`src/rtl/alu_rr_sched_pkg.sv`:
```
// +----------------------------------------------------------------------+
// | alu_sched_pkg : shared types and constants for the ALU RR scheduler  |
// | Rev 1.0                                                              |
// +----------------------------------------------------------------------+
`default_nettype none

package alu_sched_pkg;

    localparam int ALU_OP_W     = 3;
    localparam int ALU_W        = 32;
    localparam int DEFAULT_NREQ = 4;

    localparam logic [ALU_OP_W-1:0] OP_ADD  = 3'b000;
    localparam logic [ALU_OP_W-1:0] OP_SUB  = 3'b001;
    localparam logic [ALU_OP_W-1:0] OP_AND  = 3'b010;
    localparam logic [ALU_OP_W-1:0] OP_OR   = 3'b011;
    localparam logic [ALU_OP_W-1:0] OP_XOR  = 3'b100;
    localparam logic [ALU_OP_W-1:0] OP_SLL  = 3'b101;
    localparam logic [ALU_OP_W-1:0] OP_SRL  = 3'b110;
    localparam logic [ALU_OP_W-1:0] OP_PASS = 3'b111;

    typedef enum logic [1:0] {
        ST_IDLE = 2'd0,
        ST_BUSY = 2'd1,
        ST_RESP = 2'd2
    } sched_state_e;

endpackage

`default_nettype wire

```
`src/rtl/alu_rr_sched_if.sv`:
```
// +----------------------------------------------------------------------+
// | alu_rr_sched_if : requester and ALU signals of the RR scheduler      |
// | Rev 1.0                                                              |
// +----------------------------------------------------------------------+
`default_nettype none

interface alu_rr_sched_if
    import alu_sched_pkg::*;
#(
    parameter int NREQ = DEFAULT_NREQ,
    parameter int W    = ALU_W
);
    logic [NREQ-1:0]          req_valid;
    logic [NREQ-1:0]          req_ready;
    logic [NREQ*W-1:0]        req_a;
    logic [NREQ*W-1:0]        req_b;
    logic [NREQ*ALU_OP_W-1:0] req_op;
    logic [NREQ-1:0]          rsp_valid;
    logic [W-1:0]             rsp_res;
    logic                     rsp_err;
    logic [W-1:0]             alu_a;
    logic [W-1:0]             alu_b;
    logic [ALU_OP_W-1:0]      alu_op;
    logic                     alu_en;
    logic [W-1:0]             alu_res;
    logic                     alu_ack;

    // Requesters plus the ALU instance
    modport master (
        output req_valid, req_a, req_b, req_op, alu_res, alu_ack,
        input  req_ready, rsp_valid, rsp_res, rsp_err, alu_a, alu_b, alu_op, alu_en
    );

    // The scheduler
    modport slave (
        input  req_valid, req_a, req_b, req_op, alu_res, alu_ack,
        output req_ready, rsp_valid, rsp_res, rsp_err, alu_a, alu_b, alu_op, alu_en
    );

endinterface

`default_nettype wire

```
`src/rtl/alu_rr_sched_rr_arbiter.sv`:
```
// +----------------------------------------------------------------------+
// | rr_arbiter : round-robin pick starting at ptr, ptr advances on accept|
// | Rev 1.0                                                              |
// +----------------------------------------------------------------------+
`default_nettype none

module rr_arbiter
    import alu_sched_pkg::*;
#(
    parameter int NREQ = DEFAULT_NREQ,
    parameter int ID_W = $clog2(NREQ)
) (
    input  logic            clk,
    input  logic            rst,
    input  logic [NREQ-1:0] req_valid_i,
    input  logic            accept_i,
    output logic [NREQ-1:0] gnt_oh_o,
    output logic [ID_W-1:0] gnt_id_o
);
    logic [ID_W-1:0] ptr_q;

    always_comb begin
        int          idx;
        logic [ID_W-1:0] idx_v;
        logic        found;
        gnt_oh_o = '0;
        gnt_id_o = '0;
        found    = 1'b0;
        idx      = 0;
        idx_v    = '0;
        for (int i = 0; i < NREQ; i++) begin
            idx = int'(ptr_q) + i;
            if (idx >= NREQ) begin
                idx = idx - NREQ;
            end
            idx_v = ID_W'(idx);
            if (!found && req_valid_i[idx_v]) begin
                found           = 1'b1;
                gnt_id_o        = idx_v;
                gnt_oh_o[idx_v] = 1'b1;
            end
        end
    end

    always_ff @(posedge clk) begin
        if (rst) begin
            ptr_q <= '0;
        end else if (accept_i) begin
            ptr_q <= (gnt_id_o == ID_W'(NREQ - 1)) ? '0 : gnt_id_o + 1'b1;
        end
    end

endmodule

`default_nettype wire

```
`src/rtl/alu_rr_sched.sv`:
```
// +----------------------------------------------------------------------+
// | alu_rr_sched : shares one ALU among NREQ requesters, round-robin.    |
// | Optional ack watchdog: ALU_SCHED_TIMEOUT_EN.  Rev 1.0                |
// +----------------------------------------------------------------------+
`default_nettype none

module alu_rr_sched
    import alu_sched_pkg::*;
#(
    parameter int NREQ       = DEFAULT_NREQ,
    parameter int W          = ALU_W,
    parameter int TMO_CYCLES = 16
) (
    input  logic          clk,
    input  logic          rst,
    alu_rr_sched_if.slave bus
);
    localparam int ID_W = $clog2(NREQ);

    if (NREQ < 2 || NREQ > 8 || TMO_CYCLES < 1) begin : g_bad_cfg
        $error("alu_rr_sched: unsupported parameter values");
    end

    sched_state_e        state_q, state_d;
    logic [ID_W-1:0]     id_q;
    logic [ID_W-1:0]     gnt_id;
    logic [NREQ-1:0]     gnt_oh;
    logic                accept;
    logic                tmo;
    logic [W-1:0]        a_q, b_q;
    logic [ALU_OP_W-1:0] op_q;
    logic [W-1:0]        res_q, res_d;

    rr_arbiter #(
        .NREQ (NREQ),
        .ID_W (ID_W)
    ) u_arb (
        .clk         (clk),
        .rst         (rst),
        .req_valid_i (bus.req_valid),
        .accept_i    (accept),
        .gnt_oh_o    (gnt_oh),
        .gnt_id_o    (gnt_id)
    );

    // A non-zero pick implies its valid bit is set, so ready&valid == accept
    assign accept        = (state_q == ST_IDLE) && !rst && (|gnt_oh);
    assign bus.req_ready = accept ? gnt_oh : '0;

`ifdef ALU_SCHED_TIMEOUT_EN
    localparam int CNT_W = $clog2(TMO_CYCLES + 1);
    logic [CNT_W-1:0] cnt_q, cnt_d;
    logic             err_q;

    assign tmo = (cnt_q == CNT_W'(TMO_CYCLES - 1));

    always_comb begin
        cnt_d = '0;
        if (state_q == ST_BUSY) begin
            cnt_d = cnt_q + 1'b1;
        end
    end

    always_ff @(posedge clk) begin
        if (rst) begin
            cnt_q <= '0;
            err_q <= 1'b0;
        end else begin
            cnt_q <= cnt_d;
            if (state_q == ST_BUSY && (bus.alu_ack || tmo)) begin
                err_q <= !bus.alu_ack;
            end
        end
    end

    assign bus.rsp_err = err_q;
`else
    assign tmo         = 1'b0;
    assign bus.rsp_err = 1'b0;
`endif

    always_comb begin
        state_d = state_q;
        res_d   = res_q;
        unique case (state_q)
            ST_IDLE: if (accept) state_d = ST_BUSY;
            ST_BUSY: begin
                // Ack beats the watchdog when both land on the same cycle
                if (bus.alu_ack) begin
                    res_d   = bus.alu_res;
                    state_d = ST_RESP;
                end else if (tmo) begin
                    res_d   = '0;
                    state_d = ST_RESP;
                end
            end
            ST_RESP: state_d = ST_IDLE;
            default: state_d = ST_IDLE;
        endcase
    end

    always_ff @(posedge clk) begin
        if (rst) begin
            state_q <= ST_IDLE;
            id_q    <= '0;
            a_q     <= '0;
            b_q     <= '0;
            op_q    <= '0;
            res_q   <= '0;
        end else begin
            state_q <= state_d;
            res_q   <= res_d;
            if (accept) begin
                id_q <= gnt_id;
                a_q  <= bus.req_a[int'(gnt_id)*W +: W];
                b_q  <= bus.req_b[int'(gnt_id)*W +: W];
                op_q <= bus.req_op[int'(gnt_id)*ALU_OP_W +: ALU_OP_W];
            end
        end
    end

    assign bus.alu_a     = a_q;
    assign bus.alu_b     = b_q;
    assign bus.alu_op    = op_q;
    assign bus.alu_en    = (state_q == ST_BUSY);
    assign bus.rsp_valid = (state_q == ST_RESP) ? (NREQ'(1) << id_q) : '0;
    assign bus.rsp_res   = res_q;

endmodule

`default_nettype wire

```
`src/flat_wrapper.sv`:
```
// flat-port wrapper written by rule: the top's interface ports become plain ports
module alu_rr_sched_flat import alu_sched_pkg::*;
#(
    parameter int NREQ       = DEFAULT_NREQ,
    parameter int W          = ALU_W,
    parameter int TMO_CYCLES = 16
)
  (clk, rst, bus_req_valid, bus_req_a, bus_req_b, bus_req_op, bus_alu_res, bus_alu_ack, bus_req_ready, bus_rsp_valid, bus_rsp_res, bus_rsp_err, bus_alu_a, bus_alu_b, bus_alu_op, bus_alu_en);
  alu_rr_sched_if #(.NREQ(NREQ), .W(W)) bus_i ();
  input  logic clk;
  input  logic rst;
  input wire logic [$bits(bus_i.req_valid)-1:0] bus_req_valid;
  input wire logic [$bits(bus_i.req_a)-1:0] bus_req_a;
  input wire logic [$bits(bus_i.req_b)-1:0] bus_req_b;
  input wire logic [$bits(bus_i.req_op)-1:0] bus_req_op;
  input wire logic [$bits(bus_i.alu_res)-1:0] bus_alu_res;
  input wire logic [$bits(bus_i.alu_ack)-1:0] bus_alu_ack;
  output wire logic [$bits(bus_i.req_ready)-1:0] bus_req_ready;
  output wire logic [$bits(bus_i.rsp_valid)-1:0] bus_rsp_valid;
  output wire logic [$bits(bus_i.rsp_res)-1:0] bus_rsp_res;
  output wire logic [$bits(bus_i.rsp_err)-1:0] bus_rsp_err;
  output wire logic [$bits(bus_i.alu_a)-1:0] bus_alu_a;
  output wire logic [$bits(bus_i.alu_b)-1:0] bus_alu_b;
  output wire logic [$bits(bus_i.alu_op)-1:0] bus_alu_op;
  output wire logic [$bits(bus_i.alu_en)-1:0] bus_alu_en;
  assign bus_i.req_valid = bus_req_valid;
  assign bus_i.req_a = bus_req_a;
  assign bus_i.req_b = bus_req_b;
  assign bus_i.req_op = bus_req_op;
  assign bus_i.alu_res = bus_alu_res;
  assign bus_i.alu_ack = bus_alu_ack;
  assign bus_req_ready = bus_i.req_ready;
  assign bus_rsp_valid = bus_i.rsp_valid;
  assign bus_rsp_res = bus_i.rsp_res;
  assign bus_rsp_err = bus_i.rsp_err;
  assign bus_alu_a = bus_i.alu_a;
  assign bus_alu_b = bus_i.alu_b;
  assign bus_alu_op = bus_i.alu_op;
  assign bus_alu_en = bus_i.alu_en;
  alu_rr_sched #(.NREQ(NREQ), .W(W), .TMO_CYCLES(TMO_CYCLES)) u_core (.clk(clk), .rst(rst), .bus(bus_i));
endmodule
```
`config.mk`:
```
export PLATFORM = sky130hd
export DESIGN_NAME = alu_rr_sched_flat
export DESIGN_NICKNAME = d
export VERILOG_FILES = /design/src/rtl/alu_rr_sched_pkg.sv /design/src/rtl/alu_rr_sched_if.sv /design/src/rtl/alu_rr_sched_rr_arbiter.sv /design/src/rtl/alu_rr_sched.sv /design/src/flat_wrapper.sv
export SDC_FILE = /design/constraint.sdc
export NUM_CORES = 1
export LEC_CHECK = 0
export BUFFER_PORTS_ARGS = -buffer_cell sky130_fd_sc_hd__buf_2
export CAP_MARGIN = 10
export CELL_PAD_IN_SITES_DETAIL_PLACEMENT = 1
export CELL_PAD_IN_SITES_GLOBAL_PLACEMENT = 1
export CORE_AREA = 5 5 147 184
export DETAILED_ROUTE_END_ITERATION = 10
export DIE_AREA = 0 0 152 189
export PLACE_DENSITY_LB_ADDON = 0.1
export SYNTH_ARGS = -nofsm -noshare
export SYNTH_HDL_FRONTEND = slang
export SYNTH_SLANG_ARGS = --single-unit
```
`constraint.sdc`:
```
create_clock -name clk -period 4.26 [get_ports clk]
set_input_delay 0.426 -clock clk [delete_from_list [all_inputs] [get_ports clk]]
set_output_delay 0.426 -clock clk [all_outputs]
set_load 0.02 [all_outputs]
```
== Word-level counts from Yosys, hierarchy flattened ==
Cells that the tools add are included.

* Order comparisons: 12
* Shift operators: 4
* Reductions and logical operators: 17
* Add/subtract/negate cells: 8
* Muxes and demuxes: 37
* Multiply operators: 1
* Equal/unequal tests: 5
* Bitwise logic cells: 3

{| class="wikitable"
|+ Operators by type and width
! kind !! count
|-
| 128-bit by 8-bit variable part select with 32-bit output || 2
|-
| 12-bit by 32-bit variable part select with 3-bit output || 1
|-
| 4-bit 2-to-1 mux || 6
|-
| 2-bit 2-to-1 mux || 11
|-
| 2-bit by 3-bit < comparator with 1-bit output (second input constant) || 4
|-
| 4-bit OR || 3
|-
| 1-bit 2-to-1 mux || 11
|-
| 3-bit >= comparator (second input constant) || 3
|-
| 1-bit logical AND || 9
|-
| 1-bit binary-select mux with 2-bit select || 4
|-
| 1-bit demux with 2-bit select || 4
|-
| 2-bit by 1-bit >= comparator with 1-bit output (second input constant) || 4
|-
| 2-bit by 1-bit subtractor with 2-bit output (second input constant) || 4
|-
| 2-bit by 2-bit adder with 3-bit output (second input constant) || 2
|-
| 2-bit equality test (second input constant) || 2
|-
| 1-bit logical NOT || 4
|-
| 2-bit by 2-bit multiplier with 4-bit output (second input constant) || 1
|-
| 2-bit case mux with 2 select lines || 1
|-
| 2-bit AND reduction || 2
|-
| 4-bit OR reduction || 1
|-
| 1-bit by 2-bit left shift with 4-bit output (first input constant) || 1
|-
| 2-bit by 1-bit adder with 3-bit output (second input constant) || 1
|-
| 2-bit by 3-bit >= comparator with 1-bit output (second input constant) || 1
|-
| 2-bit by 1-bit adder with 2-bit output (second input constant) || 1
|-
| other kinds (4) || 4
|}

* Register bits after elaboration: 105
* Word-level logic and storage cells: 94

== Longest topological paths before layout ==
* Word-level depth: 18
* Depth in mapped cells: 16

== Hierarchy ==
Synthesis repeated with hierarchy kept, for this count alone.

* Cells, all modules: 617
* Area total of the unflattened synthesis: 6102.1 µm²

{| class="wikitable"
|+ By module, submodules not included
! module !! sequential area each (µm²) !! instances !! cells an instance !! area an instance (µm²)
|-
| alu_rr_sched || 2062.0 || 1 || 561 || 5620.4
|-
| rr_arbiter || 40.0 || 1 || 56 || 481.7
|}

== Least setup slack after synthesis ==
No wires, ideal clock.

* Path type: register to register
* Start point: reg u_core.u_arb.ptr_q[0]
* End point: reg u_core.b_q[28], in the netlist u_core.bus.alu_b[28]
* Path buffers: 4
* Data arrival time: 2.947 ns
* Cell stages (with the launch flop): 14
* Setup slack: 1.197 ns
* Setup time: 0.116 ns
* Cells stage by stage: dfxtp_1 buf_6 buf_2 inv_1 ha_1 buf_2 or3b_1 a211oi_2 o21ai_0 and4_1 a41oi_2 buf_2 nor3b_1 a31o_2

* Longest elaborated chain between the ends: 16
* Elaborated cells on any way between the ends: 66
* Classes of those cells: add/sub: 7; order compare: 12; shift: 1; mux: 31; bitwise: 3; reduce/logical: 12

{| class="wikitable"
|+ Ends and longest elaborated chain
! what !! line !! RTL
|-
| start, declared || alu_rr_sched_rr_arbiter.sv:20 || <nowiki>logic [ID_W-1:0] ptr_q;</nowiki>
|-
| start signal, assigned || alu_rr_sched_rr_arbiter.sv:49 || <nowiki>ptr_q <= (gnt_id_o == ID_W'(NREQ - 1)) ? '0 : gnt_id_o + 1'b1;</nowiki>
|-
| branches (longest 16 deep; another with 2-bit by 1-bit adder with 3-bit output) || -- ||
|-
| end signal, assigned || alu_rr_sched.sv:116 || <nowiki>b_q <= bus.req_b[int'(gnt_id)*W +: W];</nowiki>
|-
| end, declared || alu_rr_sched.sv:30 || <nowiki>logic [W-1:0] a_q, b_q;</nowiki>
|}

Parallel ways; which one is timed is not known. The select of a mux whose other input is x is not followed.
A chain may end at the register's enable or synchronous reset.

== Final worst setup path ==
* Start point: reg u_core.u_arb.ptr_q[1]
* End point: out bus_req_ready[0]

* Longest elaborated chain between the ends: 17
* Elaborated cells on any way between the ends: 62
* Classes of those cells: add/sub: 7; order compare: 12; mux: 28; bitwise: 3; reduce/logical: 12

{| class="wikitable"
|+ Ends and longest elaborated chain
! what !! line !! RTL
|-
| branches (longest 13 deep; another with 2-bit by 1-bit adder with 3-bit output) || -- ||
|-
| 4-bit 2-to-1 mux * || alu_rr_sched_rr_arbiter.sv:37 || <nowiki>if (!found && req_valid_i[idx_v]) begin</nowiki>
|-
| 4-bit OR reduction || alu_rr_sched.sv:47 || <nowiki>assign accept = (state_q == ST_IDLE) && !rst && (|gnt_oh);</nowiki>
|-
| 1-bit logical AND || alu_rr_sched.sv:47 ||
|-
| 4-bit 2-to-1 mux * || alu_rr_sched.sv:48 || <nowiki>assign bus.req_ready = accept ? gnt_oh : '0;</nowiki>
|-
| end, declared || flat_wrapper.sv:18 || <nowiki>output wire logic [$bits(bus_i.req_ready)-1:0] bus_req_ready;</nowiki>
|}

Every way passes the cells marked *. The select of a mux whose other input is x is not followed.

==> qor.txt <==
Yosys top cell area share -> 32.6%
Vias per inst -> 4.81
Synth Instances -> 934
Reported net switching power -> 2.65 mW
Most common cell after layout, fill and taps aside -> buf_2
Net Sw Frac -> 47.9%
Register clock-pin slew on the reported worst setup and hold paths -> 0.09 ns
Global-route wire length before repair -> 46700 um
Worst-Margin Slew -> 1.16 ns
Fin crit period -> 3.95 ns
Fmax -> 253 MHz
Seq pwr share -> 24.9%
Final Routed Wirelength -> 30300 um
Die ar. -> 28700 um2
Worst path slowest cell -> dfxtp_1
Initial Util -> 25.7%
Fin Hold WS -> 0.287 ns
GRT Util Overall -> 20.2%
Status -> finished, final reports clean
Initial antenna violation count -> 8
Syn. warnings -> 0
Yosys top cell by area -> dfxtp_1
# Post-CTS Setup Buffers -> 0
Port Buffer Count -> 414
Unrepaired setup endpoints after global routing -> false
Clock sink total -> 105
Pwr Total -> 5.54 mW
Gate power share -> 59.5%
Non-filler instance count after layout -> 1630
Via count -> 7843
CTS tree -> yes
Clock root cell -> clkbuf_16
Leak pwr -> 4.41 nW
Largest net degree at the start of global routing -> 135
Clock Tree Buf Depth -> 2
Synth Net Count -> 1248
Fin crit share -> 92.7%
Slew Viols, Final -> 0
Worst setup margin -> 0.309 ns
Cell Area, Synth -> 6440 um2
TNS Setup -> 0 ns
GP Congestion -> 0.822
Clk network pwr share -> 15.6%
CORE AREA -> 25000 um2
Io pins -> 416
Place WS -> 0.435 ns
MaxCap Viol Count -> 0
CP required -> 3.83 ns
Startpoint types -> flop
DRC Markers -> 0
Post-CTS sizing -> 0
Pint -> 2.89 mW
Synth area leaders -> dfxtp_1 (33%), nand2_1 (20%), nand3_1 (11%)
FF+latch count, synth -> 105
VDD IR max -> 0.000281 V
FILL cells -> 3310
Die width -> 152 um
Final instance area -> 9080 um2
Area after DPL -> 8740 um2
Layout cells sized above 1 -> 39.8%
H-tree Lvls -> 3
Worst skew pair latency -> 0.36 ns
DPL Wire Length -> 23400 um
Vias in the first global route -> 8188
Seq/Total Area, Yosys -> 32.6%
Crit path kind -> flop to output port
Number of nets in the layout -> 1600
Distinct cell type count after synthesis -> 50
Hold crit path type -> primary input to flop
Area growth syn-to-layout -> 40.9%
Drt first-iter violations -> 292
Pwr dens -> 610 nW/um2
Endpoints failing setup -> 0
Final ANT Viol Nets -> 0
# hold bufs at CTS -> 0
Max FO, Critical Path -> 21
Crit path arrival time -> 3.52 ns
Crit-path cells -> inv_1 -> ha_1 -> mux2i_1 -> o32a_1 -> a2bb2oi_1 -> and4_1 -> nor2_1 -> buf_2
Synthesized area per cell -> 6.90 um2
Share of synthesized registers carrying an async set or reset -> 0%
DR WL/cell -> 18.6 um
Fin. Hold Viols -> 0
Die span in y -> 189 um
Max stage delay on crit path -> 0.77 ns
Relative slew slack -> 23.0%
Clock Skews -> 0.0134 ns
Core Util, Final -> 36.2%
Most frequent cells in the layout -> buf_2 (413), nand2_1 (344), nand3_1 (138)
Inst Count DP -> 1609
First-pass DRT Iterations -> 4
Clock buffer count from CTS -> 9
Kind of end point of the critical path -> output port
Post-synth EDFFs -> 0
FP Rows -> 65
GRT overflow -> 0
Top_reg_cell synth -> dfxtp_1
[logic make-up (layout without fill, tap and decap cells)]
logic type,count (synthesis),after routing,synth area share [%]
compound gates,131,131,15.7
buf+inv,93,450,6.29
fa+ha+maj,7,7,1.36
other cells,1,5,0.0582
mux,5,5,0.991
flops,105,105,32.6
simple gates,592,592,43.0
[cells in the mapped netlist (2+ instances only)]
cell       number
o21ai_0         5
buf_1           9
o32ai_1         2
ha_1            7
o32a_1          2
clkbuf_1       52
or4b_1          2
a31o_2         57
nand3_1       138
nor2_1         13
nor3b_1        71
buf_2          24
o31ai_1         2
and4_1          4
a21o_1          2
inv_1           3
dfxtp_1       105
nand2b_1        4
a22oi_1         4
a21oi_1        34
mux2i_1         3
a2bb2oi_1       4
buf_6           3
and4b_1         2
nor4bb_1        3
nand3b_1        2
nand2_1       345
a31o_1         10
[path summary, 6_finish.rpt]
check | endpoint | start | cells past startpoint | slack (ns)
worst max-delay path | bus_req_ready[0] | u_core.u_arb.ptr_q[1] | 8 | 0.31
worst min-delay path | u_core.bus.rsp_res[10] | bus_alu_res[10] | 3 | 0.29
worst max register to register | u_core.bus.alu_b[13] | u_core.u_arb.ptr_q[1] | 10 | 0.37
worst min register to register | u_core.bus.rsp_res[3] | u_core.bus.rsp_res[3] | 2 | 0.45
[registers in the layout, indices dropped and copies added, names as in the netlist]
name,cells
u_core.bus.alu_a,32
u_core.u_arb.ptr_q,2
u_core.bus.alu_b,32
u_core.id_q,2
u_core.state_q,2
u_core.bus.rsp_res,32
u_core.bus.alu_op,3
[power groups by stage]
stage / Combinational (mW) / Clock [mW] / Sequential [mW]
floorplan: 2.00 / 0 / 1.66
CTS: 3.38 / 0.907 / 1.38
global placement: 3.35 / 0 / 1.39
detailed placement: 3.37 / 0 / 1.41
finish: 3.30 / 0.864 / 1.38
global route: 3.67 / 0.938 / 1.41
[worst max-delay path: cells and delay by family, from the launching register on]
kind	cells	cell delay, ns
multiplexers	1	0.44
AO/OA/AOI/OAI	2	0.57
AND/OR/NAND/NOR	2	0.35
buffers and inverters	2	0.47
flip-flops	1	0.77
adder cells (fa/ha/maj)	1	0.58
[per-layer routing]
metal  share of wire (%)  up-vias  GRT usage [%]  routed length [um]
met3                 7.0       39           6.54                2110
met5                0.22        -              0                  66
met2                  52      254           37.4               15800
met1                  39     3631           22.1               11800
li1                    -     3909              -                   -
met4                 1.9       10           5.29                 571
[layout make-up]
class	instances	area, um2	area share [%]
timing repair buffer	430	2280	25.1
inverter	4	17.5	0.193
antenna	4	10.0	0.110
sequential	105	2100	23.2
multi-input combinational	736	3950	43.6
clock buffer	9	225	2.48
clock inverter	7	73.8	0.813
tap	335	419	4.62
No activity file was read; power rests on OpenSTA's default activity.
